<file path="src/rtl/panel_pkg.sv">
// Shared operator-panel types and default 10 kHz button timing constants.
package panel_pkg;

  typedef enum logic [1:0] {
    IDLE   = 2'd0,
    HOLD   = 2'd1,
    REPEAT = 2'd2,
    LOCK   = 2'd3
  } btn_state_t;

  // 0.5 s hold before auto-repeat, then 100 ms between repeats, at 10 kHz.
  localparam int HOLD_DLY_10K = 5000;
  localparam int RPT_PER_10K  = 1000;

endpackage

</file>
<file path="src/rtl/btn_hold_timer.sv">
// Hold/repeat counter for the button stepper: clear has priority over enable,
// and the compare outputs flag the hold delay and repeat period end points.
module btn_hold_timer #(
  parameter int CNT_BITS = 13,
  parameter int HOLD_DLY = panel_pkg::HOLD_DLY_10K,
  parameter int RPT_PER  = panel_pkg::RPT_PER_10K
) (
  input  logic clk,
  input  logic reset,
  input  logic clr,
  input  logic en,
  output logic hold_done,
  output logic rpt_done
);

  logic [CNT_BITS-1:0] cnt;

  always_ff @(posedge clk) begin
    if (reset) begin
      cnt <= '0;
    end else if (clr) begin
      cnt <= '0;
    end else if (en) begin
      cnt <= cnt + 1'b1;
    end
  end

  assign hold_done = (cnt == CNT_BITS'(HOLD_DLY - 1));
  assign rpt_done  = (cnt == CNT_BITS'(RPT_PER - 1));

endmodule

</file>
<file path="src/rtl/button_index_step.sv">
// Debounced up/down buttons to index steps with hold-to-repeat.
// BUTTON_INDEX_WRAP_EN selects wrap-around at the ends; default saturates.
module button_index_step
  import panel_pkg::*;
#(
  parameter int IDX_BITS = 8,
  parameter int IDX_MAX  = 99,
  parameter int HOLD_DLY = HOLD_DLY_10K,
  parameter int RPT_PER  = RPT_PER_10K,
  parameter int CNT_BITS = 13
) (
  input  logic                clk,
  input  logic                reset,
  input  logic                btn_up,
  input  logic                btn_dn,
  output logic [IDX_BITS-1:0] index,
  output logic                step,
  output logic                dir,
  output logic                repeating
);

  btn_state_t state, state_n;
  logic       up_q, dn_q;
  logic       active, active_n;   // 1 = up button owns the hold
  logic       cnt_clr, cnt_en;
  logic       hold_done, rpt_done;
  logic       step_req, step_up;
  logic       up_press, dn_press;
  logic       act_lvl, oth_lvl;
  logic       at_lim, moved;
  logic [IDX_BITS-1:0] idx_n;

  btn_hold_timer #(
    .CNT_BITS (CNT_BITS),
    .HOLD_DLY (HOLD_DLY),
    .RPT_PER  (RPT_PER)
  ) u_timer (
    .clk       (clk),
    .reset     (reset),
    .clr       (cnt_clr),
    .en        (cnt_en),
    .hold_done (hold_done),
    .rpt_done  (rpt_done)
  );

  assign up_press = btn_up & ~up_q;
  assign dn_press = btn_dn & ~dn_q;
  assign act_lvl  = active ? btn_up : btn_dn;
  assign oth_lvl  = active ? btn_dn : btn_up;

  always_comb begin
    state_n  = state;
    active_n = active;
    cnt_clr  = 1'b0;
    cnt_en   = 1'b0;
    step_req = 1'b0;
    step_up  = active;
    unique case (state)
      IDLE: begin
        if (btn_up && btn_dn) begin
          state_n = LOCK;
        end else if (up_press || dn_press) begin
          state_n  = HOLD;
          active_n = up_press;
          step_up  = up_press;
          step_req = 1'b1;
          cnt_clr  = 1'b1;
        end
      end
      HOLD, REPEAT: begin
        // Release wins over a simultaneous press of the other button.
        if (!act_lvl) begin
          state_n = IDLE;
        end else if (oth_lvl) begin
          state_n = LOCK;
        end else if ((state == HOLD) ? hold_done : rpt_done) begin
          state_n  = REPEAT;
          step_req = 1'b1;
          cnt_clr  = 1'b1;
        end else begin
          cnt_en = 1'b1;
        end
      end
      LOCK: begin
        if (!btn_up && !btn_dn) state_n = IDLE;
      end
      default: state_n = IDLE;
    endcase
  end

  always_comb begin
    at_lim = step_up ? (index == IDX_BITS'(IDX_MAX)) : (index == '0);
`ifdef BUTTON_INDEX_WRAP_EN
    moved = 1'b1;
    if (step_up) idx_n = at_lim ? '0 : index + 1'b1;
    else         idx_n = at_lim ? IDX_BITS'(IDX_MAX) : index - 1'b1;
`else
    moved = ~at_lim;
    if (at_lim)       idx_n = index;
    else if (step_up) idx_n = index + 1'b1;
    else              idx_n = index - 1'b1;
`endif
  end

  // Edge-detect copies track the inputs through reset so a held button is not a press.
  always_ff @(posedge clk) begin
    up_q <= btn_up;
    dn_q <= btn_dn;
  end

  always_ff @(posedge clk) begin
    if (reset) begin
      state  <= IDLE;
      active <= 1'b1;
      index  <= '0;
      step   <= 1'b0;
      dir    <= 1'b1;
    end else begin
      state  <= state_n;
      active <= active_n;
      step   <= step_req & moved;
      if (step_req) begin
        dir <= step_up;
        if (moved) index <= idx_n;
      end
    end
  end

  assign repeating = (state == REPEAT);

endmodule

</file>
<file path="config.mk">
export PLATFORM = sky130hd
export DESIGN_NAME = button_index_step
export DESIGN_NICKNAME = d
export VERILOG_FILES = /design/src/rtl/panel_pkg.sv /design/src/rtl/btn_hold_timer.sv /design/src/rtl/button_index_step.sv
export SDC_FILE = /design/constraint.sdc
export NUM_CORES = 1
export LEC_CHECK = 0
export CORE_ASPECT_RATIO = 1.1
export CORE_MARGIN = 3
export CORE_UTILIZATION = 61
export CTS_CLUSTER_DIAMETER = 100
export DETAILED_ROUTE_END_ITERATION = 8
export PLACE_DENSITY = 0.84
export REMOVE_ABC_BUFFERS = 1
export SLEW_MARGIN = 20
export SYNTH_ARGS = -nofsm -noshare
export SYNTH_HDL_FRONTEND = slang
export SYNTH_SLANG_ARGS = --single-unit
</file>
<file path="constraint.sdc">
create_clock -name clk -period 6.2 [get_ports clk]
set_clock_uncertainty 0.2 [all_clocks]
set_input_delay 1.24 -clock clk [delete_from_list [all_inputs] [get_ports clk]]
set_output_delay 1.24 -clock clk [all_outputs]
set_load 0.005 [all_outputs]
</file>
==> flow_results.org <==
** Placement
- Routability Congestion :: slightly above 0.8
- Pre-CTS setup slack :: between 1500 and 2000 ps
- In this run the cell area measured after placement is 1850 um2.
- During placement, the flow inserted port buffers numbering 14.
- Summed over all nets, the half-perimeter wirelength after detailed placement is 2510 um.

** Outcome
- The flow ran to the end, and the final reports show no timing, DRC or antenna violations.

** Synthesis
- Sorting the synthesized cells by area gives the leading types as sky130_fd_sc_hd__dfxtp_1 (33%), sky130_fd_sc_hd__nor2_1 (6.2%), sky130_fd_sc_hd__ha_1 (5.9%).
- In the synthesized netlist the dominant register cell turns out to be sky130_fd_sc_hd__dfxtp_1.
- Combined area of all synthesized cells :: 1700 um2
- The synthesized design spends more area on one cell type than any other, namely sky130_fd_sc_hd__dfxtp_1.
- Number of different library cells in the post-synthesis netlist :: 43
- Sequential-to-total area share from yosys stat :: between 30 and 40%
- The Yosys step of the flow raised 0 warnings.
- In this run the mean area of a mapped cell was 8.76 um2.
- Synthesis produced 194 cells.
- Portion of synthesized cell area occupied by the leading cell type :: 33.0%
- FFs w/ async S/R, synth :: 0%
- The synthesized design contains 0 enable-type register cells.
- Flip-flop and latch count after synthesis :: 28

** Floorplan
- The die is 61.4 um tall.
- The floorplan step defined a die boundary enclosing 3460 um2.
- Io pins :: 15
- Die W :: 56.3 um
- The floorplan step defined a core boundary enclosing 2570 um2.
- For this configuration, the core starts out at a cell density of 66.2%.
- The floorplan has 19 rows.

** STA
- Unrepaired setup endpoints after global routing :: false
- At the pin with the least slew margin, the transition time is 681 ps.
- Number of pins exceeding their max-slew limit in the final report :: 0
- Final worst-path setup slack :: 2240 ps
- Clock period minus worst slack :: 3960 ps
- Final hold violation count :: 0
- Highest clock frequency the design can meet :: roughly 250 MHz
- Measured against its own limit, the worst slew margin works out to 54.5%.
- In the finished design, the share of the clock period the worst path needs comes to 63.9%.
- For the final routed database, the setup TNS stands at 0 ps.
- Setup violations remaining at the end of the flow were counted as 0.

** Detailed routing
- Routed length on met1 :: between 1500 and 2000 um
- Number of DRC markers in iteration 0 :: 49
- The final layout contains routed wiring with a total length of 3430 um.
- Detailed routing placed a total of 1690 um of wire on met2.
- Amount of wire on met3 after detailed routing :: 141 um
- Number of remaining DRC errors :: 0
- Via/cell ratio :: approximately 6
- Top Layer Used :: met4
- Once detail routing completed, the nets flagged for antenna violations numbered 0.
- Dividing the detail-routed wire length by the instance count gives 14.5 um.
- Count of vias placed by the detailed router :: approximately 1.5k
- The first TritonRoute pass finished after 4 iterations.

** Layout
- At the end of the flow, the number of nets in the layout was 218.
- The number of antenna diodes in the final layout is 0.
- Layout overhead on the synthesized area :: 10.8%
- Cells fill roughly three quarters of the core in the end.
- After routing the design area is 1880 um2.
- Layout cells sized above 1 :: 10.2%
- Fill cell count :: 198

** GRT
- GRT Resource Usage Total :: 21.2%
- Global-route wire length before repair :: 5860 um
- Entering global routing, the biggest net connects 22 pins.
- Antenna violations before repair :: 0
- Number of global-route vias before repair :: approximately 1.3k
- Global routing finished with a remaining overflow of 0.

** Hold path
- In this run the worst hold path is classified as reg -> reg.

** Clock tree
- Number of post-CTS setup repair buffers :: 0
- CTS Sinks :: 28
- The longest clock path from root to sink contains 2 buffers.
- CTS built an H-tree with a depth of 1.
- Post_cts resized :: 0
- After clock tree synthesis, the clock-pin slew on the worst setup and hold paths is 160 ps.
- Number of buffers inserted by hold repair at cts :: 0
- The number of clock buffers added by TritonCTS is 3.
- The tree is rooted in a sky130_fd_sc_hd__clkbuf_4.
- TritonCTS built the clock tree.
- For the worst-skew pair, the clock arrives at the later sink with an insertion delay of 340 ps.

** Setup path
- For the worst setup path, the data arrival time is 4020 ps.
- Critical Path Sink Type :: register
- STA classifies the critical path startpoint as an input port.
- Largest fanout on the critical path :: 13
- Worst Setup Path Type :: in -> reg
- WP data required :: between 6000 and 7000 ps

** Job
- Max-cap violations in this run came to 0.

** Pwr
- Leakage power :: 0.687 nW
- Overall Power :: around 0.48 mW
- Maximum vdd ir drop :: 0.177 mV
- Dividing total power by cell area gives a power density of 257 nW/um2.
-- flip-flops by register name, indices dropped and copies added (netlist names) --
signal / cells
up_q: 1
dn_q: 1
dir: 1
state: 2
step: 1
active: 1
index: 8
u_timer.cnt: 13
-- worst max-delay path: stages --
cell,delay (ps)
sky130_fd_sc_hd__clkdlybuf4s50_1,600
sky130_fd_sc_hd__o21ai_0,360
sky130_fd_sc_hd__nand3_1,320
sky130_fd_sc_hd__xnor2_1,220
sky130_fd_sc_hd__ha_1,260
sky130_fd_sc_hd__or3_1,370
sky130_fd_sc_hd__a221oi_1,290
sky130_fd_sc_hd__mux2_2,370
-- cells in the final DEF (no fill, tap or decap), drive strengths merged, types with 4 or more instances in the layout --
cell,synthesis,routed
mux2,7,7
xnor2,5,5
nand3,6,6
clkbuf,5,4
nor2b,8,8
a211oi,8,8
a21oi,7,7
nand2,12,12
ha,8,8
xor2,8,8
inv,6,6
nor2,28,28
mux2i,6,6
dfxtp,28,28
nand4,6,6
nand2b,5,5
clkdlybuf4s50,0,14
-- stage by stage --
step / cells / hold slack [ps]
floorplan: 187 / 264
global placement: 232 / 244
detailed placement: 232 / 253
CTS: 236 / 289
global route: 236 / 315
finish: 236 / 284
-- cell type report --
class                      instances  area [um2]  share of cell area, %
multi-input combinational        153        1090                   57.6
sequential                        28         561                   29.7
timing repair buffer              14         140                   7.44
tap                               31        38.8                   2.06
clock buffer                       4        36.3                   1.93
inverter                           6        22.5                   1.20
-- cells by family (layout without fill, tap and decap cells) --
group	after synthesis	count (layout)	synth area share (%)
muxes	13	13	8.17
AOI/OAI and AO/OA	34	34	16.7
and+or+nand+nor	85	85	26.4
adders and majority gates	8	8	5.89
DFF	28	28	33.0
xor gates and xnor gates	13	13	6.70
buffers and inverters	13	24	3.16
-- path summary, 6_finish.rpt --
check	from	to	slack (ps)	cells after the start
worst max-delay path	btn_up	index[2]	2240	8
worst min-delay path	dir	dir	280	1
worst max register to register	state[0]	index[2]	3170	9
worst min register to register	dir	dir	280	1
-- layer usage --
layer	track usage, %	vias up
met1	25.8	683
met4	6.78	0
met3	3.77	9
li1	-	724
met2	38.7	41
met5	0	-
-- Yosys cell counts, drive strengths merged, types with 3 or more instances --
master / number
dfxtp: 28
nor2: 28
nand2: 12
a211oi: 8
ha: 8
nor2b: 8
xor2: 8
a21oi: 7
mux2: 7
inv: 6
mux2i: 6
nand3: 6
nand4: 6
clkbuf: 5
nand2b: 5
xnor2: 5
a2111oi: 3
and3: 3
nor3: 3
o21ai: 3
or3: 3
or3b: 3
-- report_power, final --
group | switching, mW | internal (mW)
logic | 0.0951 | 0.0803
registers | 0.0204 | 0.194
clock network | 0.0571 | 0.0361
Note: power is estimated with default switching activity, not from simulation.
